`src/rtl/cpu_run_ctrl.sv`:
```
// rtl/cpu_run_ctrl.sv - run/step/halt sequencer for the 8-bit CPU core
// Optional PC breakpoint support is built when CPU_RUN_CTRL_BREAKPOINT_EN is defined.
module cpu_run_ctrl #(
  parameter int CNT_W      = 16,
  parameter int RST_CYCLES = 2
) (
  input  logic             CLK,
  input  logic             RESET,
  input  logic             CMD_VALID,
  output logic             CMD_READY,
  input  logic [2:0]       CMD,
  input  logic [7:0]       CMD_ARG,
  input  logic [7:0]       PC,
  input  logic [7:0]       NextPC,
  output logic             EN_L,
  output logic             CPU_RESET,
  output logic [2:0]       STATE,
  output logic [CNT_W-1:0] ICOUNT,
  output logic             BP_HIT
);

  localparam int RCW = (RST_CYCLES > 1) ? $clog2(RST_CYCLES) : 1;

  localparam logic [2:0] CMD_RUN    = 3'b001;
  localparam logic [2:0] CMD_STOP   = 3'b010;
  localparam logic [2:0] CMD_STEP   = 3'b011;
  localparam logic [2:0] CMD_SETBP  = 3'b100;
  localparam logic [2:0] CMD_CLRBP  = 3'b101;
  localparam logic [2:0] CMD_CPURST = 3'b110;

  typedef enum logic [2:0] {
    S_IDLE  = 3'd0,
    S_RUN   = 3'd1,
    S_STEP  = 3'd2,
    S_HALT  = 3'd3,
    S_BREAK = 3'd4,
    S_RST   = 3'd5
  } state_t;

  state_t           state_q;
  logic             en_l_q;
  logic             cpu_reset_q;
  logic             first_run_q;
  logic [RCW-1:0]   rst_cnt_q;
  logic [CNT_W-1:0] icount_q;

  logic accept;
  logic is_halt;
  logic retire;

  assign CMD_READY = (state_q != S_STEP) && (state_q != S_RST);
  assign accept    = CMD_VALID && CMD_READY;
  assign is_halt   = (NextPC == PC);
  assign retire    = !en_l_q && !is_halt;

`ifdef CPU_RUN_CTRL_BREAKPOINT_EN
  logic [7:0] bp_q;
  logic       bp_valid_q;
  logic       bp_hit_q;
  logic       bp_match;

  // The first RUN cycle is exempt so RUN from BREAK can leave the breakpoint.
  assign bp_match = bp_valid_q && !first_run_q && (NextPC == bp_q);
  assign BP_HIT   = bp_hit_q;
`else
  logic unused_inputs;
  assign unused_inputs = ^{CMD_ARG, first_run_q};
  assign BP_HIT        = 1'b0;
`endif

  always_ff @(posedge CLK or posedge RESET) begin
    if (RESET) begin
      state_q     <= S_IDLE;
      en_l_q      <= 1'b1;
      cpu_reset_q <= 1'b0;
      first_run_q <= 1'b0;
      rst_cnt_q   <= '0;
      icount_q    <= '0;
`ifdef CPU_RUN_CTRL_BREAKPOINT_EN
      bp_q        <= 8'h00;
      bp_valid_q  <= 1'b0;
      bp_hit_q    <= 1'b0;
`endif
    end else begin
      first_run_q <= 1'b0;

      if (state_q == S_RST) begin
        icount_q <= '0;
      end else if (retire && (icount_q != '1)) begin
        icount_q <= icount_q + 1'b1;
      end

`ifdef CPU_RUN_CTRL_BREAKPOINT_EN
      if (accept && (CMD == CMD_SETBP)) begin
        bp_q       <= CMD_ARG;
        bp_valid_q <= 1'b1;
      end
      if (accept && (CMD == CMD_CLRBP)) begin
        bp_valid_q <= 1'b0;
      end
      if (accept && ((CMD == CMD_RUN) || (CMD == CMD_STEP) || (CMD == CMD_CPURST))) begin
        bp_hit_q <= 1'b0;
      end
`endif

      case (state_q)
        S_IDLE, S_HALT, S_BREAK: begin
          if (accept) begin
            case (CMD)
              CMD_RUN: begin
                state_q     <= S_RUN;
                en_l_q      <= 1'b0;
                first_run_q <= 1'b1;
              end
              CMD_STEP: begin
                state_q <= S_STEP;
                en_l_q  <= 1'b0;
              end
              CMD_CPURST: begin
                state_q     <= S_RST;
                en_l_q      <= 1'b1;
                cpu_reset_q <= 1'b1;
                rst_cnt_q   <= RCW'(RST_CYCLES - 1);
              end
              default: ;
            endcase
          end
        end
        // Commands outrank HALT detection, which outranks the breakpoint.
        S_RUN: begin
          if (accept && (CMD == CMD_STOP)) begin
            state_q <= S_IDLE;
            en_l_q  <= 1'b1;
          end else if (accept && (CMD == CMD_CPURST)) begin
            state_q     <= S_RST;
            en_l_q      <= 1'b1;
            cpu_reset_q <= 1'b1;
            rst_cnt_q   <= RCW'(RST_CYCLES - 1);
          end else if (!en_l_q && is_halt) begin
            state_q <= S_HALT;
            en_l_q  <= 1'b1;
`ifdef CPU_RUN_CTRL_BREAKPOINT_EN
          end else if (bp_match) begin
            state_q  <= S_BREAK;
            en_l_q   <= 1'b1;
            bp_hit_q <= 1'b1;
`endif
          end
        end
        S_STEP: begin
          state_q <= is_halt ? S_HALT : S_IDLE;
          en_l_q  <= 1'b1;
        end
        S_RST: begin
          if (rst_cnt_q == '0) begin
            state_q     <= S_IDLE;
            cpu_reset_q <= 1'b0;
          end else begin
            rst_cnt_q <= rst_cnt_q - 1'b1;
          end
        end
        default: begin
          state_q     <= S_IDLE;
          en_l_q      <= 1'b1;
          cpu_reset_q <= 1'b0;
        end
      endcase
    end
  end

  assign EN_L      = en_l_q;
  assign CPU_RESET = cpu_reset_q;
  assign STATE     = state_q;
  assign ICOUNT    = icount_q;

endmodule

```
`config.mk`:
```
export PLATFORM = sky130hd
export DESIGN_NAME = cpu_run_ctrl
export DESIGN_NICKNAME = d
export VERILOG_FILES = /design/src/rtl/cpu_run_ctrl.sv
export SDC_FILE = /design/constraint.sdc
export NUM_CORES = 1
export LEC_CHECK = 0
export ABC_CLOCK_PERIOD_IN_PS = 2300
export CORE_ASPECT_RATIO = 1.4
export CORE_MARGIN = 2
export CORE_UTILIZATION = 47
export CTS_BUF_LIST = sky130_fd_sc_hd__clkbuf_4
export CTS_CLUSTER_DIAMETER = 80
export DETAILED_ROUTE_END_ITERATION = 12
export PLACE_DENSITY = 0.82
export SLEW_MARGIN = 30
export SYNTH_ARGS = -nofsm -noshare
export SYNTH_HDL_FRONTEND = slang
export SYNTH_SLANG_ARGS = --single-unit
```
`constraint.sdc`:
```
create_clock -name CLK -period 2.3 [get_ports CLK]
set_clock_uncertainty 0.2 [all_clocks]
set_input_delay 0.575 -clock CLK [delete_from_list [all_inputs] [get_ports CLK]]
set_output_delay 0.575 -clock CLK [all_outputs]
set_load 0.01 [all_outputs]
```
==> impl_metrics.prom <==
# TYPE chip_impl_metric gauge
chip_impl_metric{name="cts-hold-fix-buffers",unit=""} 0
chip_impl_metric{name="route.vias.total",unit=""} 1678
chip_impl_info{name="min-delay-path-class",value="input port to async pin"} 1
chip_impl_metric{name="crit_path_max_fanout",unit=""} 3
chip_impl_metric{name="worst_hold_slack",unit="ns"} 0.2981
chip_impl_metric{name="grtUsageTotal",unit="%"} 25.59
chip_impl_metric{name="area.sequential",unit="sq um"} 555.5
chip_impl_metric{name="syn2layout_area_growth",unit="%"} 49.96
chip_impl_metric{name="fin_setup_tns",unit="ns"} 0
chip_impl_metric{name="drt_iter0_drc",unit=""} 41
chip_impl_metric{name="ys_seq_area_share",unit="%"} 35.03
chip_impl_metric{name="path_clk_slew",unit="ns"} 0.14
chip_impl_metric{name="die_height",unit="um"} 72.50
chip_impl_metric{name="share_of_flip_flops_with_an_asynchronous_set_or_reset_after_synthesis",unit="%"} 100.0
chip_impl_metric{name="clock-sinks",unit=""} 22
chip_impl_metric{name="report.final.hold_viol_count",unit=""} 0
chip_impl_metric{name="initial_core_util",unit="%"} 49.96
chip_impl_metric{name="count_of_input_and_output_buffers",unit=""} 43
chip_impl_metric{name="cts-htree-levels",unit=""} 1
chip_impl_metric{name="ys_seq_elements",unit=""} 22
chip_impl_metric{name="wirelength_per_cell",unit="um"} 16.05
chip_impl_metric{name="fp_rows",unit=""} 24
chip_impl_metric{name="synth.net_count",unit=""} 209
chip_impl_metric{name="synthDominantCellAreaShare",unit="%"} 33.36
chip_impl_info{name="grt_setup_unrepaired",value="yes"} 1
chip_impl_info{name="synth_top_family_by_area",value="compound AO/OA/AOI/OAI gates"} 1
chip_impl_info{name="synth_most_common_cell",value="sky130_fd_sc_hd__dfrtp_1"} 1
chip_impl_metric{name="timing.final.setup_violations",unit=""} 0
chip_impl_metric{name="gpl.final_weighted_congestion",unit=""} 0.8730
chip_impl_metric{name="dp_hpwl",unit="um"} 3290
chip_impl_metric{name="worstPathRequired",unit="ns"} 2.32
chip_impl_metric{name="maxCapViolations",unit=""} 0
chip_impl_metric{name="time_the_worst_path_needs_with_i_o_delays_and_setup",unit="ns"} 2.276
chip_impl_metric{name="fp.dieArea",unit="sq um"} 3837
chip_impl_metric{name="synth_warn",unit=""} 0
chip_impl_metric{name="yosys.area_share.xor_xnor",unit="%"} 4.448
chip_impl_metric{name="syn-mean-instance-area",unit="sq um"} 8.850
chip_impl_metric{name="synth_compound_area_share",unit="%"} 26.29
chip_impl_info{name="cts_root_buffer",value="sky130_fd_sc_hd__clkbuf_4"} 1
chip_impl_metric{name="synthAdderAreaFrac",unit="%"} 0.7943
chip_impl_metric{name="post-route-period-util",unit="%"} 98.97
chip_impl_metric{name="wire_length_of_the_first_global_routing_pass",unit="um"} 7452
chip_impl_metric{name="antenna_cells_inserted",unit=""} 0
chip_impl_metric{name="synth-edff-count",unit=""} 0
chip_impl_metric{name="arrival",unit="ns"} 2.30
chip_impl_info{name="post_synth_most_frequent_cells",value="sky130_fd_sc_hd__dfrtp_1, sky130_fd_sc_hd__a21oi_1, sky130_fd_sc_hd__nand2_1, sky130_fd_sc_hd__nor2_1, sky130_fd_sc_hd__o21ai_0"} 1
chip_impl_info{name="outcome",value="finished, final reports clean"} 1
chip_impl_metric{name="grt.overflow.total",unit=""} 0
chip_impl_info{name="regToRegEndpoint",value="STATE[2]$_DFFE_PP0P_"} 1
chip_impl_metric{name="power_leakage",unit="nW"} 0.9387
chip_impl_metric{name="synth_simple_gate_area_share",unit="%"} 25.81
chip_impl_info{name="crit_type",value="input port to register"} 1
chip_impl_info{name="worst_r2r_startpoint",value="STATE[1]$_DFFE_PP0P_"} 1
chip_impl_metric{name="num_io_pins",unit=""} 53
chip_impl_metric{name="postLayoutSetupSlackWorst",unit="ns"} 0.02360
chip_impl_metric{name="finish.instance_area",unit="sq um"} 2362
chip_impl_metric{name="filler_cell_count",unit=""} 236
chip_impl_info{name="ys.flop_type",value="sky130_fd_sc_hd__dfrtp_1"} 1
chip_impl_info{name="yosysTopAreaCell",value="sky130_fd_sc_hd__dfrtp_1"} 1
chip_impl_metric{name="fmax",unit="GHz"} 0.4393
chip_impl_metric{name="number_of_remaining_drc_errors",unit=""} 0
chip_impl_metric{name="netlist-cell-type-count",unit=""} 50
chip_impl_metric{name="post_synth_inst_count",unit=""} 178
chip_impl_metric{name="dp_worst_setup_slack",unit="ns"} -0.4775
chip_impl_metric{name="final_nets",unit=""} 276
chip_impl_metric{name="antenna_violations_before_repair",unit=""} 0
chip_impl_info{name="worst_setup_path_start_kind",value="input port"} 1
chip_impl_metric{name="grt_pass1_vias",unit=""} 1692
chip_impl_metric{name="maxSlewViolCount",unit=""} 0
chip_impl_metric{name="multi_input_comb_area",unit="sq um"} 1064
chip_impl_metric{name="coreArea",unit="sq um"} 3153
chip_impl_info{name="synth_area_leaders",value="sky130_fd_sc_hd__dfrtp_1, sky130_fd_sc_hd__a21oi_1, sky130_fd_sc_hd__xor2_1"} 1
chip_impl_info{name="startpoint_of_the_most_critical_setup_path",value="CMD[1]"} 1
chip_impl_metric{name="synth_area",unit="sq um"} 1575
chip_impl_info{name="cts_tree",value="done"} 1
chip_impl_metric{name="final_layout_size_suffix_gt1_share",unit="%"} 27.46
chip_impl_metric{name="routed_via_density",unit=""} 5.929
chip_impl_metric{name="synth_mux_area_share",unit="%"} 1.430
chip_impl_metric{name="ant_nets",unit=""} 0
chip_impl_metric{name="tritoncts.num_buffers",unit=""} 3
chip_impl_metric{name="pin_count_of_the_biggest_net_entering_global_routing",unit=""} 17
chip_impl_metric{name="drt_first_pass_iters",unit=""} 4
chip_impl_metric{name="power_density",unit="nW/um^2"} 889.9
chip_impl_metric{name="worst-r2r-cell-count",unit=""} 7
chip_impl_metric{name="die_x",unit="um"} 52.93
chip_impl_metric{name="reg2reg_setup_slack",unit="ns"} 0.06
chip_impl_metric{name="drt_wl_total",unit="um"} 4543
chip_impl_info{name="worstSetupEndpointType",value="register"} 1
chip_impl_metric{name="area_after_dpl",unit="sq um"} 2096
chip_impl_metric{name="max-vdd-ir-drop",unit="uV"} 683.6
chip_impl_metric{name="clock_tree.buffer_depth",unit=""} 2
chip_impl_metric{name="clock_latency",unit="ns"} 0.32
[worst max-delay path: stages]
cell and delay [ns]:
sky130_fd_sc_hd__clkdlybuf4s50_1 0.48, sky130_fd_sc_hd__buf_4 0.13, sky130_fd_sc_hd__a311oi_4 0.11, sky130_fd_sc_hd__a2111oi_4 0.40
sky130_fd_sc_hd__a21boi_4 0.27, sky130_fd_sc_hd__mux2_1 0.34
[per-stage QoR]
| step | utilization [%] | total power, mW | cells |
|---|---|---|---|
| floorplan | - | 1.218 | 178 |
| global placement | 66.47 | 1.617 | 266 |
| detailed placement | 66.47 | 1.666 | 266 |
| CTS | 73.77 | 2.035 | 282 |
| global route | 74.92 | 2.236 | 283 |
| finish | 74.92 | 2.102 | 283 |
[per-layer routing]
| layer | part of all wire [%] | GRT usage [%] | vias to the layer above | wire, um |
|---|---|---|---|---|
| li1 | - | - | 792 | - |
| met1 | 37 | 26.16 | 810 | 1662 |
| met2 | 55 | 49.44 | 58 | 2514 |
| met3 | 3.9 | 3.704 | 18 | 178 |
| met4 | 4.1 | 10.54 | 0 | 187 |
| met5 | 0 | 0 | - | 0 |
[worst max-delay path by stage]
stage,slack [ns],depth (start not counted),to
global placement,-0.44,6,STATE[2]$_DFFE_PP0P_
finish,0.02,6,STATE[2]$_DFFE_PP0P_
floorplan,0.10,5,CMD_READY
CTS,-0.04,6,STATE[2]$_DFFE_PP0P_
detailed placement,-0.48,6,STATE[2]$_DFFE_PP0P_
global route,-0.03,6,STATE[2]$_DFFE_PP0P_
[report_power, final]
part / switching [mW] / internal, mW / leakage [nW]
Clock: 0.127 / 0.176 / 0.0279
Sequential: 0.168 / 0.512 / 0.286
Combinational: 0.516 / 0.604 / 0.625
Total: 0.811 / 1.29 / 0.939
[kinds of logic after synthesis]
family          count (synthesis)
compound gates                 57
xor+xnor                        8
fa+ha+maj                       1
buf+inv                        16
flops                          22
mux                             2
other cells                     1
simple gates                   71
[area by class of cell]
cell class                      count  area share [%]
Clock inverter                      1           1.271
Multi-Input combinational cell    141           45.02
Tap cell                           39           2.066
Inverter                            8           1.271
Clock buffer                        3          0.9534
Sequential cell                    22           23.52
Timing Repair Buffer               69           25.90
[sequential cells by signal, indices dropped and copies added (netlist names)]
signal and cells:
CPU_RESET 1, EN_L 1, ICOUNT 16, STATE 3, rst_cnt_q 1
[timing repair]
action / 4_1_cts / 5_1_grt
gates cloned: 2 / 0
resized for setup: 39 / 6
buffers inserted: 10 / 1
endpoints found under the setup margin: 18 / 13
pin swaps: 11 / 4
[cells in the final DEF (no fill, tap or decap), types with 2 or more instances in the layout]
cell type	instances
sky130_fd_sc_hd__and2_1	2
sky130_fd_sc_hd__a31oi_1	2
sky130_fd_sc_hd__dlygate4sd2_1	18
sky130_fd_sc_hd__o21ai_1	2
sky130_fd_sc_hd__dfrtp_1	18
sky130_fd_sc_hd__clkdlybuf4s50_1	23
sky130_fd_sc_hd__dlymetal6s2s_1	2
sky130_fd_sc_hd__or3_2	2
sky130_fd_sc_hd__nor3_1	2
sky130_fd_sc_hd__or4_4	2
sky130_fd_sc_hd__nand3_1	7
sky130_fd_sc_hd__or3_1	8
sky130_fd_sc_hd__inv_1	8
sky130_fd_sc_hd__o21ai_0	10
sky130_fd_sc_hd__nand2_1	12
sky130_fd_sc_hd__clkbuf_4	3
sky130_fd_sc_hd__or4_1	5
sky130_fd_sc_hd__nand3b_1	2
sky130_fd_sc_hd__o31ai_1	7
sky130_fd_sc_hd__buf_4	25
sky130_fd_sc_hd__xor2_2	8
sky130_fd_sc_hd__nor2_1	10
sky130_fd_sc_hd__mux2_1	2
sky130_fd_sc_hd__a21oi_2	5
sky130_fd_sc_hd__or2_2	3
sky130_fd_sc_hd__dfrtp_2	3
sky130_fd_sc_hd__nand4_1	6
sky130_fd_sc_hd__a21oi_1	16
No activity file was read; power rests on OpenSTA's default activity.
